===== src/rtl/uart_pkg.sv =====
// Shared UART definitions: parity encodings, oversampling constants and receiver FSM states.
// Used by both the receiver and the transmitter.
package uart_pkg;

    localparam int unsigned PAR_NONE   = 0;
    localparam int unsigned PAR_ODD    = 1;
    localparam int unsigned PAR_EVEN   = 2;

    localparam int unsigned OVERSAMPLE = 16;
    localparam int unsigned MID_SAMPLE = 7;

    typedef enum logic [2:0] {
        StIdle,
        StStart,
        StData,
        StParity,
        StStop
    } rx_state_e;

endpackage


===== src/rtl/uart_baud_tick.sv =====
// Oversample tick divider: pulses tick once every TICK_DIV clocks; clear restarts the phase.
module uart_baud_tick #(
    parameter int unsigned TICK_DIV = 27
) (
    input  logic clk,
    input  logic rst,
    input  logic clear,
    output logic tick
);

    localparam int unsigned CW = (TICK_DIV > 1) ? $clog2(TICK_DIV) : 1;
    localparam logic [CW-1:0] LAST = CW'(TICK_DIV - 1);

    logic [CW-1:0] cnt_q;

    assign tick = (cnt_q == LAST);

    always_ff @(posedge clk) begin
        if (!rst) begin
            cnt_q <= '0;
        end else if (clear || tick) begin
            cnt_q <= '0;
        end else begin
            cnt_q <= cnt_q + CW'(1);
        end
    end

endmodule


===== src/rtl/uart_rx_core.sv =====
// 16x oversampling UART receiver with start-bit qualification, optional parity, stop check
// and a one-entry holding register with valid/ack handshake.
module uart_rx_core
    import uart_pkg::*;
#(
    parameter int unsigned TICK_DIV  = 27,
    parameter int unsigned DATA_BITS = 8,
    parameter int unsigned PARITY    = PAR_NONE
) (
    input  logic       clk,
    input  logic       rst,
    input  logic       rx_in,
    output logic [7:0] rx_data,
    output logic       rx_valid,
    input  logic       rx_ack,
    output logic       parity_err,
    output logic       framing_err,
    output logic       overrun_err
);

    localparam logic [3:0] S_MID  = 4'(MID_SAMPLE);
    localparam logic [3:0] S_END  = 4'(OVERSAMPLE - 1);
    localparam logic [2:0] B_LAST = 3'(DATA_BITS - 1);

    logic       sync1_q, sync2_q;
    rx_state_e  state_q;
    logic [3:0] s_q;
    logic [2:0] bit_cnt_q;
    logic [7:0] shift_q;
    logic       par_err_q;
    logic       tick;
    logic       tick_clr;
    logic       par_exp;

    always_ff @(posedge clk) begin
        if (!rst) begin
            sync1_q <= 1'b1;
            sync2_q <= 1'b1;
        end else begin
            sync1_q <= rx_in;
            sync2_q <= sync1_q;
        end
    end

    // Holding the divider clear while idle aligns the sampling phase to the start edge.
    assign tick_clr = (state_q == StIdle);
    assign par_exp  = (PARITY == PAR_EVEN) ? ^shift_q : ~(^shift_q);

    uart_baud_tick #(
        .TICK_DIV(TICK_DIV)
    ) u_baud_tick (
        .clk  (clk),
        .rst  (rst),
        .clear(tick_clr),
        .tick (tick)
    );

    always_ff @(posedge clk) begin
        if (!rst) begin
            state_q     <= StIdle;
            s_q         <= '0;
            bit_cnt_q   <= '0;
            shift_q     <= '0;
            par_err_q   <= 1'b0;
            rx_data     <= '0;
            rx_valid    <= 1'b0;
            parity_err  <= 1'b0;
            framing_err <= 1'b0;
            overrun_err <= 1'b0;
        end else begin
            overrun_err <= 1'b0;
            if (rx_valid && rx_ack) begin
                rx_valid <= 1'b0;
            end
            unique case (state_q)
                StIdle: begin
                    if (!sync2_q) begin
                        state_q   <= StStart;
                        s_q       <= '0;
                        bit_cnt_q <= '0;
                        shift_q   <= '0;
                        par_err_q <= 1'b0;
                    end
                end
                StStart: begin
                    if (tick) begin
                        s_q <= s_q + 4'd1;
                        if (s_q == S_MID && sync2_q) begin
                            state_q <= StIdle;
                        end else if (s_q == S_END) begin
                            state_q <= StData;
                        end
                    end
                end
                StData: begin
                    if (tick) begin
                        s_q <= s_q + 4'd1;
                        if (s_q == S_MID) begin
                            shift_q[bit_cnt_q] <= sync2_q;
                        end
                        if (s_q == S_END) begin
                            if (bit_cnt_q == B_LAST) begin
                                state_q <= (PARITY != PAR_NONE) ? StParity : StStop;
                            end else begin
                                bit_cnt_q <= bit_cnt_q + 3'd1;
                            end
                        end
                    end
                end
                StParity: begin
                    if (tick) begin
                        s_q <= s_q + 4'd1;
                        if (s_q == S_MID) begin
                            par_err_q <= (sync2_q != par_exp);
                        end
                        if (s_q == S_END) begin
                            state_q <= StStop;
                        end
                    end
                end
                StStop: begin
                    // Complete at the stop mid-sample so a following start edge is not missed.
                    if (tick && s_q == S_MID) begin
                        state_q     <= StIdle;
                        rx_data     <= shift_q;
                        parity_err  <= par_err_q;
                        framing_err <= ~sync2_q;
                        rx_valid    <= 1'b1;
                        overrun_err <= rx_valid && !rx_ack;
                    end else if (tick) begin
                        s_q <= s_q + 4'd1;
                    end
                end
                default: state_q <= StIdle;
            endcase
        end
    end

endmodule

===== config.mk =====
export PLATFORM = sky130hd
export DESIGN_NAME = uart_rx_core
export DESIGN_NICKNAME = d
export VERILOG_FILES = /design/src/rtl/uart_pkg.sv /design/src/rtl/uart_baud_tick.sv /design/src/rtl/uart_rx_core.sv
export SDC_FILE = /design/constraint.sdc
export NUM_CORES = 1
export LEC_CHECK = 0
export ABC_AREA = 1
export BUFFER_PORTS_ARGS = -buffer_cell sky130_fd_sc_hd__buf_2
export CORE_UTILIZATION = 25
export CTS_BUF_LIST = sky130_fd_sc_hd__clkbuf_16
export DETAILED_ROUTE_END_ITERATION = 8
export GPL_ROUTABILITY_DRIVEN = 0
export PLACE_DENSITY = 0.43
export SLEW_MARGIN = 0
export SYNTH_ARGS = -nofsm -noshare
export SYNTH_HDL_FRONTEND = slang
export SYNTH_SLANG_ARGS = --single-unit

===== constraint.sdc =====
create_clock -name clk -period 1.59 [get_ports clk]
set_input_delay 0.2385 -clock clk [delete_from_list [all_inputs] [get_ports clk]]
set_output_delay 0.2385 -clock clk [all_outputs]
set_load 0.02 [all_outputs]

[Word level (Yosys, flattened, before mapping)]
Index checks and enable logic that the tools add are counted.
Storage, ports and cells
  flip-flop bits (word level): 38
  latch bits: 0
  memory bits (writable): 0
  memory bits (read-only): 0
  output and inout bits: 12
  word-level logic and storage cells: 98
  memories kept: 0
Cells by class
  $add $sub $neg: 3
  $mul: 0
  divide/modulo/power cells: 0
  $lt $le $gt $ge: 2
  eq/ne operators: 22
  shift operators: 0
  mux-type cells: 34
  bitwise gates (word level): 3
  reduce and logical (&&, ||, !) cells: 21
Operator list (number)
  two-way mux 3 bit: 14
  two-way mux 8 bit: 3
  != test 2 bit, second input constant: 12
  case mux 8 bit (2 select lines): 1
  case mux 3 bit (5 select lines): 1
  two-way mux 4 bit: 3
  case mux 4 bit (3 select lines): 1
  AND reduction 9 bit: 1
  bitwise mux 8 bit: 1
  AND reduction 4 bit: 2
  parity 8 bit: 1
  two-way mux 1 bit: 7
  equality test 3 x 2 -> 1 bit, second input constant: 2
  equality test 3 bit, second input constant: 2
  case mux 3 bit (2 select lines): 1
  AND reduction 3 bit: 2
  adder 5 x 1 -> 5 bit, second input constant: 1
  equality test 5 bit, second input constant: 1
  logical AND 1 bit: 5
  AND reduction 5 bit: 1
  adder 4 x 1 -> 4 bit, second input constant: 1
  equality test 4 x 3 -> 1 bit, second input constant: 1
  equality test 4 bit, second input constant: 1
  < comparator 3 x 4 -> 1 bit, second input constant: 1
  other kinds (16): 19

[Longest topological paths before layout]
  word-level depth: 8
  mapped depth: 11
  gate-level depth less buffers: 11

[Cells and area by module]
Synthesis repeated with hierarchy kept, for this count alone.
Second synthesis, totals
  cells, all modules: 262
  area, all modules: 1895.6 um^2
Modules (own cells, without submodules)
  uart_rx_core: instances 1, cells an instance 229, area an instance 1642.8 um^2, sequential area each 660.6 um^2
  uart_baud_tick: instances 1, cells an instance 33, area an instance 252.7 um^2, sequential area each 100.1 um^2

[Worst setup path after synthesis]
No wires, ideal clock.
  path kind: reg-to-reg
  start point: reg u_baud_tick.cnt_q[0]
  end point: reg s_q[3]
  arrival time: 1366 ps
  path slack: 111 ps
  stages on the path, launching flop included: 11
  period minus slack after synthesis: 1479 ps
  cells stage by stage: dfxtp_1 > inv_1 > ha_1 > nand4_1 > nor3_4 > nor2_1 > nand2_2 > nor2_2 > nand2_1 > nand2_1 > nor2_1
On the way
  cells in the longest elaborated chain, start to end: 4
  elaborated cells between the ends (all ways): 7
  those cells by class: 2 x eq/ne; 3 x mux; 2 x reduce/logical
Ends and longest elaborated chain
  start: declaration: RTL line uart_baud_tick.sv:14  | logic [CW-1:0] cnt_q;
  start signal: assignment: RTL line uart_baud_tick.sv:24  | cnt_q <= cnt_q + CW'(1);
  equality test 5 bit *: RTL line uart_baud_tick.sv:16  | assign tick = (cnt_q == LAST);
  two-way mux 4 bit / logical AND 1 bit (equally long branches)
  two-way mux 4 bit / != test 2 bit (equally long branches)
  case mux 4 bit (3 select lines) / AND reduction 3 bit (equally long branches)
  end signal: assignment: RTL line uart_rx_core.sv:87  | s_q <= s_q + 4'd1;
  end signal: assignment: RTL line uart_rx_core.sv:97  | s_q <= s_q + 4'd1;
  end signal: assignment: RTL line uart_rx_core.sv:112  | s_q <= s_q + 4'd1;
  end: declaration: RTL line uart_rx_core.sv:27  | logic [3:0] s_q;
Every way passes the cells marked *; elsewhere a longest branch is shown, timed or not. The select of a mux whose other input is x is not followed.
A chain may end at the register's enable or synchronous reset.

[Worst setup path after layout]
  start point: reg state_q[2]
  end point: reg shift_q[4]
On the way
  cells in the longest elaborated chain, start to end: 3
  elaborated cells between the ends (all ways): 8
  those cells by class: 4 x eq/ne; 1 x mux; 3 x reduce/logical
Ends and longest elaborated chain
  start: declaration: RTL line uart_rx_core.sv:26  | rx_state_e state_q;
  start signal: assignment: RTL line uart_rx_core.sv:60  | state_q <= StIdle;
  start signal: assignment: RTL line uart_rx_core.sv:78  | state_q <= StStart;
  start signal: assignment: RTL line uart_rx_core.sv:89  | state_q <= StIdle;
  equality test 3 x 2 -> 1 bit / logical NOT 3 bit (equally long branches): RTL line uart_rx_core.sv:75  | unique case (state_q)
  != test 2 bit (no line) / nonzero test 2 bit (equally long branches)
  AND reduction 4 bit (no line)
  end signal: indexed assignment: RTL line uart_rx_core.sv:99  | shift_q[bit_cnt_q] <= sync2_q;
  end: declaration: RTL line uart_rx_core.sv:29  | logic [7:0] shift_q;
Several ways; a longest one is shown, not always the timed one.

==> flow_metrics.py <==
metrics = {
    "cells_and_area": {
        "drive_above_1_share_pct": 25.76,
        "area_growth_pct": 24.82,
        "antenna_cells": 0,
        "nFillCells": 811,
        "regArea_um2": 768.2,
        "utilization_pct": 32.95,
        "multi_input_area_um2": 1075,
        "layout_common_cells": "nand2_1, dfxtp_1, nor2_1",
        "layout_commonest_cell": "nand2_1",
        "final_cells": 394,
        "final_nets": 303,
    },
    "logic_synthesis": {
        "synth-seq-area-share_pct": 39.10,
        "ys.flop_type": "dfxtp_1",
        "netlist_top_cells_area": "dfxtp_1, nand2_1, nor2_1, a21oi_1, inv_1",
        "syn_inst": 265,
        "yosysWarnings": 0,
        "synth_fa_ha_area_share_pct": 3.215,
        "synth_top_area_share_pct": 39.10,
        "synth_compound_area_share_pct": 16.46,
        "syn_nets": 274,
        "synth_largest_area_cell": "dfxtp_1",
        "synth.distinct_cells": 33,
        "synth_edf_count": 0,
        "synthesis.area_um2": 1946,
        "synth_top_family_by_area": "simple AND/OR/NAND/NOR gates",
        "async_reset_ff_share_pct": 0,
        "syn-mean-instance-area_um2": 7.342,
        "synth_seq_cells": 38,
        "muxShareOfSynthArea_pct": 0,
        "synth_xor_area_share_pct": 2.251,
        "synth-simple-area-share_pct": 30.23,
    },
    "clock_tree": {
        "cts.clk_slew.worst_paths_ns": 0.06,
        "holdBufCountCts": 0,
        "clock_sinks": 38,
        "cts_buffers": 5,
        "cts_buffer_depth": 2,
        "insertion_delay_ns": 0.28,
        "htreeDepth": 2,
        "cts-root-buf": "clkbuf_16",
        "cts_tree": "built",
    },
    "critical_path": {
        "reg2reg_to": "shift_q[4]",
        "critPathMaxStageDelay_ns": 0.35,
        "path_cells": "inv_2 > nand2_4 > nor2_4 > inv_4 > o21a_4 > buf_12 > o211ai_1 > nand2_1 > a21oi_2",
        "crit_fanout": 16,
        "rr_startpoint": "state_q[2]",
        "critical-path-top-delay-family": "compound AO/OA/AOI/OAI gates",
        "cp_slowest_cell": "dfxtp_2",
        "reg2regPathDepth": 9,
        "start_kind": "register",
        "r2r_slack_ns": 0.14,
        "crit_required_ns": 1.81,
        "crit_buf_inv": 3,
        "cp-end-kind": "register",
        "crit_type": "reg2reg",
        "arrival_ns": 1.67,
    },
    "power_and_ir_drop": {
        "vdd_drop_max_v": 0.0003588,
        "leakagePower_uw": 0.001019,
        "powerDensity_nw_per_um2": 879.1,
    },
    "worst_hold_path": {
        "hold_depth": 2,
        "whs_endpoint": "sync1_q",
        "worstHoldStart": "rx_in",
        "min_path_type": "in2reg",
    },
    "route": {
        "drt-total-wl_um": 4406,
        "drc": 0,
        "dr.pass1.iters": 4,
        "drtIter0Drc": 55,
        "dr_total_vias": 1769,
        "ant_nets": 0,
        "routedWlPerCell_um": 11.18,
        "viasPerCell": 4.490,
    },
    "sta": {
        "setup_violations": 0,
        "hold_viol": 0,
        "setup_slack_ns": 0.1375,
        "slew_violations": 0,
        "holdWs_ns": 0.1485,
        "fin_skew_ns": 0.005903,
        "min_period_ns": 1.452,
        "max_freq_mhz": 688.5,
        "period_share_pct": 91.35,
        "setup-tns-final_ns": 0,
        "worst_pin_slew_ns": 0.3203,
        "relSlewSlack_pct": 78.48,
    },
    "floorplan": {
        "num_rows": 31,
        "die_h_um": 90.22,
        "initial_core_util_pct": 26.40,
        "core-area_um2": 7370,
        "ios": 16,
        "dieArea_um2": 8140,
        "floorplan.die.width_um": 90.22,
    },
    "grt": {
        "antenna_found_initial": 0,
        "grt_pass1_wl_um": 7645,
        "grt_use_total_pct": 11.64,
        "grt_pass1_vias": 1719,
        "overflow": 0,
        "grt_max_degree": 17,
    },
    "place": {
        "place_ws_ns": -0.04042,
        "dp.cells": 381,
        "port_buffers": 15,
        "hpwl_um": 3187,
    },
    "status": {
        "status": "finished, final reports clean",
    },
    "job": {
        "drv_cap": 0,
    },
}
## sequential cells by signal, summed over array words and instances (netlist names)
signal / cells
bit_cnt_q: 3
framing_err: 1
overrun_err: 1
par_err_q: 1
parity_err: 1
rx_data: 8
rx_valid: 1
s_q: 4
shift_q: 8
state_q: 3
sync1_q: 1
sync2_q: 1
u_baud_tick.cnt_q: 5
## area by class of cell
cell class              instances  share of cell area [%]
clock buffers                   5                   5.152
flip-flops and latches         38                   31.63
inverters                      30                   4.740
clock inverters                 3                  0.5152
repair buffers                 29                   8.604
well taps                      99                   5.100
multi-input cells             190                   44.26
## worst max path at each step
stage                                     from         end  slack [ns]  depth (start not counted)
after floorplan           u_baud_tick.cnt_q[0]      s_q[3]        0.11                         10
after detailed placement                s_q[0]  shift_q[4]       -0.04                          6
after global placement                  s_q[0]  shift_q[4]       -0.03                          6
after global routing                state_q[1]      s_q[2]      -0.008                          9
after CTS                 u_baud_tick.cnt_q[1]  shift_q[4]       0.008                          8
final                               state_q[2]  shift_q[4]        0.14                          9
## power by group
| group | internal [uW] | switching, uW |
|---|---|---|
| clock | 567 | 381 |
| sequential | 965 | 11.7 |
| combinational | 84.5 | 126 |
| total | 1620 | 519 |
## metrics by stage
step	total power, uW	cell area, um2
2_1_floorplan	1142	1946
3_3_place_gp	1187	2167
3_5_place_dp	1187	2167
4_1_cts	2161	2345
5_1_grt	2230	2429
6_report	2135	2429
## synthesized netlist by cell type, types with 2 or more instances
library cell	instances
nand3_1	13
xor2_1	3
xnor2_1	2
nor2_1	32
nand2_1	45
o211ai_1	6
dfxtp_1	38
nor3_1	10
ha_1	5
a21oi_1	22
inv_1	25
inv_2	4
nand4_1	10
nand2_2	7
a21oi_2	2
o211ai_2	2
buf_6	2
clkbuf_1	2
or2_2	2
o21ai_0	16
nor2_2	5
## kinds of logic after synthesis
| logic type | count (synthesis) |
|---|---|
| and+or+nand+nor | 127 |
| xor gates and xnor gates | 5 |
| buffers and inverters | 37 |
| DFF | 38 |
| adders and majority gates | 5 |
| AOI/OAI and AO/OA | 53 |
## worst register-to-register path, delay by kind of cell, from the launching register on
kind	cells	cell delay, ns
buffers and inverters	3	0.32
AOI/OAI and AO/OA	3	0.41
and+or+nand+nor	3	0.31
DFF	1	0.35
## layer usage
layer  vias to the layer above  global-route usage (%)  wire length (um)
met5                         -                       0                 0
met4                         0                   4.032                53
met3                         5                   2.792               108
met2                        15                   19.02              2020
met1                       809                   14.93              2224
li1                        940                       -                 -
## what timing repair did
action                     4_1_cts  5_1_grt
setup endpoints to repair       10       29
gates resized for setup          2       21
buffers inserted                 3        2
pin swaps                        3        7
No activity file was read; power rests on OpenSTA's default activity.
